`src/rtl/mem_pkg.sv`:
```
// mem_pkg: definitions shared between DataMemory benches and the load/store unit.
//   SIZE_*      - access-size encodings on the DataMemory Size pins.
//   lsu_state_e - load/store unit controller state encodings.
package mem_pkg;

  localparam logic [1:0] SIZE_BYTE = 2'b00;
  localparam logic [1:0] SIZE_HALF = 2'b01;
  localparam logic [1:0] SIZE_WORD = 2'b10;
  localparam logic [1:0] SIZE_ILL  = 2'b11;

  typedef enum logic [1:0] {
    IDLE   = 2'b00,
    ACCESS = 2'b01,
    RESP   = 2'b10
  } lsu_state_e;

endpackage

```
`src/rtl/load_extend.sv`:
```
// load_extend: right-justified load data extension (combinational).
//   i_size   - access size (byte/half/word); other encodings pass data through.
//   i_signed - 1 = sign-extend byte/half, 0 = zero-extend.
//   i_din    - raw data from DataMemory DO; upper bits don't-care for byte/half.
//   o_dout   - extended result.
module load_extend
  import mem_pkg::*;
#(
  parameter int DATA_W = 32
) (
  input  logic [1:0]        i_size,
  input  logic              i_signed,
  input  logic [DATA_W-1:0] i_din,
  output logic [DATA_W-1:0] o_dout
);

  // NOTE: assign a default before the case so every path drives o_dout and no latch is inferred.
  always_comb begin
    o_dout = i_din;
    case (i_size)
      SIZE_BYTE: o_dout = {{(DATA_W-8){i_signed & i_din[7]}}, i_din[7:0]};
      SIZE_HALF: o_dout = {{(DATA_W-16){i_signed & i_din[15]}}, i_din[15:0]};
      default:   o_dout = i_din;
    endcase
  end

endmodule

```
`src/rtl/load_store_unit.sv`:
```
// load_store_unit: memory-stage controller directly upstream of DataMemory.
// Accepts one load/store at a time, checks alignment, drives DataMemory for a
// single ACCESS cycle, and returns a tagged (data or fault) response.
//   clk, reset           - clock; synchronous active-high reset.
//   req_*                - request handshake (valid/ready) and request fields.
//   mem_A/DI/Size/RW/E   - DataMemory pins; mem_DO is its combinational read data.
//   rsp_*                - response handshake (valid/ready) with data, tag, fault.
module load_store_unit
  import mem_pkg::*;
#(
  parameter int ADDR_W = 8,
  parameter int DATA_W = 32,
  parameter int TAG_W  = 5
) (
  input  logic              clk,
  input  logic              reset,
  input  logic              req_valid,
  output logic              req_ready,
  input  logic              req_load,
  input  logic [1:0]        req_size,
  input  logic              req_signed,
  input  logic [ADDR_W-1:0] req_addr,
  input  logic [DATA_W-1:0] req_wdata,
  input  logic [TAG_W-1:0]  req_tag,
  output logic [ADDR_W-1:0] mem_A,
  output logic [DATA_W-1:0] mem_DI,
  input  logic [DATA_W-1:0] mem_DO,
  output logic [1:0]        mem_Size,
  output logic              mem_RW,
  output logic              mem_E,
  output logic              rsp_valid,
  input  logic              rsp_ready,
  output logic [DATA_W-1:0] rsp_data,
  output logic [TAG_W-1:0]  rsp_tag,
  output logic              rsp_fault
);

  lsu_state_e        r_state;
  lsu_state_e        w_next_state;
  logic              r_load;
  logic              r_signed;
  logic [TAG_W-1:0]  r_tag;
  logic              w_accept;
  logic              w_misaligned;
  logic              w_illegal;
  logic [DATA_W-1:0] w_ext_data;

  assign req_ready = (r_state == IDLE) && !reset;
  assign w_accept  = req_valid && req_ready;

  // Halfwords need addr[0]==0, words need addr[1:0]==0; bytes are always aligned.
  always_comb begin
    w_misaligned = 1'b0;
    case (req_size)
      SIZE_HALF: w_misaligned = req_addr[0];
      SIZE_WORD: w_misaligned = |req_addr[1:0];
      default:   w_misaligned = 1'b0;
    endcase
  end

  assign w_illegal = (req_size == SIZE_ILL) || w_misaligned;

  // mem_Size holds the registered request size throughout ACCESS, so it
  // doubles as the extension select.
  load_extend #(
    .DATA_W (DATA_W)
  ) u_load_extend (
    .i_size   (mem_Size),
    .i_signed (r_signed),
    .i_din    (mem_DO),
    .o_dout   (w_ext_data)
  );

  always_comb begin
    w_next_state = r_state;
    case (r_state)
      IDLE:    if (w_accept) w_next_state = w_illegal ? RESP : ACCESS;
      ACCESS:  w_next_state = RESP;
      RESP:    if (rsp_ready) w_next_state = IDLE;
      default: w_next_state = IDLE;
    endcase
  end

  // NOTE: sequential state uses non-blocking assignments so every register samples pre-edge values.
  always_ff @(posedge clk) begin
    if (reset) r_state <= IDLE;
    else       r_state <= w_next_state;
  end

  always_ff @(posedge clk) begin
    if (reset) begin
      mem_A     <= '0;
      mem_DI    <= '0;
      mem_Size  <= SIZE_WORD;
      mem_RW    <= 1'b0;
      mem_E     <= 1'b0;
      rsp_valid <= 1'b0;
      rsp_data  <= '0;
      rsp_tag   <= '0;
      rsp_fault <= 1'b0;
      r_load    <= 1'b0;
      r_signed  <= 1'b0;
      r_tag     <= '0;
    end else begin
      // Write strobes are single-cycle pulses; address/data/size hold their
      // last values outside ACCESS.
      mem_E  <= 1'b0;
      mem_RW <= 1'b0;
      case (r_state)
        IDLE: begin
          if (w_accept) begin
            if (w_illegal) begin
              // Faults skip ACCESS entirely and never touch the memory pins.
              rsp_valid <= 1'b1;
              rsp_fault <= 1'b1;
              rsp_data  <= '0;
              rsp_tag   <= req_tag;
            end else begin
              mem_A    <= req_addr;
              mem_Size <= req_size;
              r_load   <= req_load;
              r_signed <= req_signed;
              r_tag    <= req_tag;
              if (!req_load) begin
                mem_DI <= req_wdata;
                mem_E  <= 1'b1;
                mem_RW <= 1'b1;
              end
            end
          end
        end
        ACCESS: begin
          rsp_valid <= 1'b1;
          rsp_fault <= 1'b0;
          rsp_tag   <= r_tag;
          rsp_data  <= r_load ? w_ext_data : '0;
        end
        RESP: begin
          if (rsp_ready) rsp_valid <= 1'b0;
        end
        default: ;
      endcase
    end
  end

endmodule

```
`config.mk`:
```
export PLATFORM = sky130hd
export DESIGN_NAME = load_store_unit
export DESIGN_NICKNAME = d
export VERILOG_FILES = /design/src/rtl/mem_pkg.sv /design/src/rtl/load_extend.sv /design/src/rtl/load_store_unit.sv
export SDC_FILE = /design/constraint.sdc
export NUM_CORES = 1
export LEC_CHECK = 0
export ABC_AREA = 1
export CORE_ASPECT_RATIO = 0.6
export CORE_MARGIN = 1.5
export CORE_UTILIZATION = 35
export CTS_CLUSTER_DIAMETER = 30
export DETAILED_ROUTE_END_ITERATION = 7
export GPL_TIMING_DRIVEN = 1
export PLACE_DENSITY_LB_ADDON = 0.25
export RECOVER_POWER = 50
export SYNTH_ARGS = -nofsm -noshare
export SYNTH_HDL_FRONTEND = slang
export SYNTH_SLANG_ARGS = --single-unit
```
`constraint.sdc`:
```
create_clock -name clk -period 1.98 [get_ports clk]
set_clock_uncertainty 0.15 [all_clocks]
set_input_delay 0.198 -clock clk [delete_from_list [all_inputs] [get_ports clk]]
set_output_delay 0.198 -clock clk [all_outputs]
set_load 0.02 [all_outputs]
```
==> summary.txt <==
Floorplan
  • Core area: ~11000 sq um
  • Die area: approximately 12000 sq um
  • Site Rows: 29
  • Die H: ~86 microns
  • Die Wd: about 140 microns
  • Initial Utilization: 0.368
  • IO Pins: 169

Synthesis
  • Syn. warnings: 0
  • Syn Area/Cell: approximately 7.1 sq um
  • Netlist cell types: 24
  • Syn nets: around 650
  • #FFs+latches synth: 91
  • Post-Syn Instances: 560
  • Post-Syn Area: roughly 4000 sq um
  • Post-synthesis sequential area ratio: 0.458

Worst setup path
  • WP data arrival: ~1600 ps
  • Crit. path cell count: 1
  • Worst R2R Start: r_state[1]
  • Worst Setup Path Type: reg -> out
  • Reg-to-reg slack, setup: 360 ps
  • RR Endpoint: mem_DI[27]
  • WP buf/inv: 1
  • Critical path launch point type: flop
  • Critical path's top delay family: buffers and inverters
  • Critical path's slowest cell: clkdlybuf4s50_1
  • Crit path max fanout: 11
  • Crit. End Element: output pin
  • Required @ worst endpoint: between 1500 and 2000 ps
  • Cell depth of the worst flop-to-flop path: 7
  • Crit-path cells: clkdlybuf4s50_1
  • Slowest Stage Delay on Critical Path: approximately 700 ps

Finish
  • Ant. Diodes: 0
  • Most frequent cells in the layout: nand2_1 (127), dfxtp_1 (90), clkdlybuf4s50_1 (86), dlygate4sd3_1 (81), nor2_1 (74)
  • Final Cell Area: 6190 sq um
  • Area Overhead vs Synth: 55.8%
  • Proportion of layout cells with a drive suffix above 1: 0.0652
  • Commonest non-fill, non-tap cell in the layout: nand2_1
  • Fin nets: about 810
  • Fillers: between 900 and 1000
  • Layout Utilization: 0.573

Clocking
  • Total CTS buffers: 9
  • Clk root buf: clkbuf_16
  • Clk sinks: 91
  • CTS tree: built
  • H-tree depth: 3
  • Worst-path clk slew: about 60 ps
  • Hold buffers post-CTS: 0
  • Longest Clk Path Bufs: 2
  • Clk Latency, worst-skew pair: 330 ps
  • Post-CTS setup buffer count: 0

STA
  • Final setup vio count: 0
  • Slew HR: 0.679
  • RSZ-0062 raised after global routing: false
  • Worst Max-Slew Pin Slew: slightly below 500 ps
  • Fmax: around 530 MHz
  • Setup TNS: 0 ps
  • Final period util: 0.960
  • Final hold viol count: 0
  • Final Max Slew Viols: 0
  • Final Hold Slack: roughly 260 ps
  • Fin crit period: approximately 1900 ps

Detailed routing
  • DRT Pass-1 Iters: 4
  • Routed vias/inst: 4.81
  • Via count: approximately 4100
  • WL final: between 10000 and 15000 microns
  • Wire per inst: ~14 microns
  • DRC violations left: 0
  • DRT antenna net count: 0
  • Starting DRC count in detailed routing: 170

Worst hold path
  • Min-delay src: req_signed
  • Hold Crit Endpoint: r_signed
  • Class of the worst hold path: in -> reg
  • Hold Crit Depth: 3

Power
  • Leak Pwr: between 0.002 and 0.003 uW
  • PwrDens: a little over 700 nW/um^2
  • Peak VDD IR: 553 uV

Global routing
  • First-pass GRT wire length: roughly 19000 microns
  • GRT Residual Overflow: 0
  • GRT Overall Usage: 0.196
  • Initial antenna violation count: 0
  • Vias in the first global route: between 3000 and 4000
  • Pin count of the biggest net entering global routing: 50

Placement
  • Area after DPL: about 6000 sq um
  • Routability Congestion: a little under 0.8
  • DPL Wire Length: 8410 microns
  • # port buffers: about 170

Run status
  • Status: finished clean

Run
  • Max-Cap Viols: 0
-- metal layers --
| layer | share of wire | global-route usage | wire (microns) |
|---|---|---|---|
| met3 | 0.062 | 0.0620 | 732 |
| met4 | 0.018 | 0.0625 | 210 |
| met2 | 0.44 | 0.302 | 5210 |
| met1 | 0.48 | 0.263 | 5720 |
| met5 | 0 | 0 | 0 |
-- stage by stage --
step           total power [uW]  cells  setup slack, ps
2_1_floorplan              2380    560              357
4_1_cts                    4500    859             33.3
3_3_place_gp               2780    844             -138
5_1_grt                    4640    860             10.1
3_5_place_dp               2790    844             -226
6_report                   4440    860             79.9
-- synth_stat cells --
cell type / n / area (sq um)
nor2_4: 2 / 22.5
nor3_1: 2 / 10.0
o21a_1: 16 / 120
clkinv_1: 1 / 3.75
o21bai_1: 1 / 7.51
ha_1: 3 / 37.5
o21ai_1: 8 / 40.0
nand3_2: 1 / 10.0
nand4_1: 32 / 200
buf_4: 3 / 22.5
nand2_1: 128 / 480
nor2_1: 75 / 282
nand2_2: 1 / 6.26
clkbuf_1: 18 / 67.6
inv_2: 3 / 11.3
nor3_4: 1 / 16.3
o21ai_0: 18 / 90.1
buf_1: 6 / 22.5
inv_1: 49 / 184
nand3_1: 46 / 230
buf_6: 2 / 22.5
dfxtp_1: 91 / 1820
buf_2: 14 / 70.1
a21oi_1: 39 / 195
-- timing repair --
item                                    CTS  global route
endpoints found under the setup margin    1             5
gates resized for setup                   1             2
cloned                                    0             1
-- cell type report --
type,count,area (sq um),area share
clock buffers,13,260,0.0420
clock inverters,2,35.0,0.00566
inverters,53,199,0.0321
multi-input cells,373,1760,0.284
flip-flops and latches,91,1820,0.294
well taps,139,174,0.0281
repair buffers,189,1940,0.314
-- how the worst max path moves through the flow --
stage | end | slack [ps] | startpoint
finish | mem_Size[1] | 80 | mem_Size[1]
global route | rsp_data[7] | 10 | req_size[1]
CTS | mem_Size[0] | 30 | mem_Size[0]
detailed placement | rsp_data[2] | -230 | req_size[1]
global placement | rsp_tag[3] | -140 | req_size[0]
floorplan | rsp_data[19] | 360 | mem_Size[1]
-- power breakdown --
part           internal (uW)  switching [uW]
combinational            371             401
clock                   1040             666
sequential              1910            51.0
-- flip-flops by register name, summed over array words and instances (netlist names), 2 cells and up --
name	count
mem_A	8
mem_DI	32
mem_Size	2
r_state	2
r_tag	5
rsp_data	32
rsp_tag	5
-- logic make-up after synthesis --
family | after synthesis | share of synthesized area
fa+ha+maj | 3 | 0.00945
flops | 91 | 0.458
simple gates | 288 | 0.316
buf+inv | 96 | 0.102
compound gates | 82 | 0.114
No activity file was read; power rests on OpenSTA's default activity.
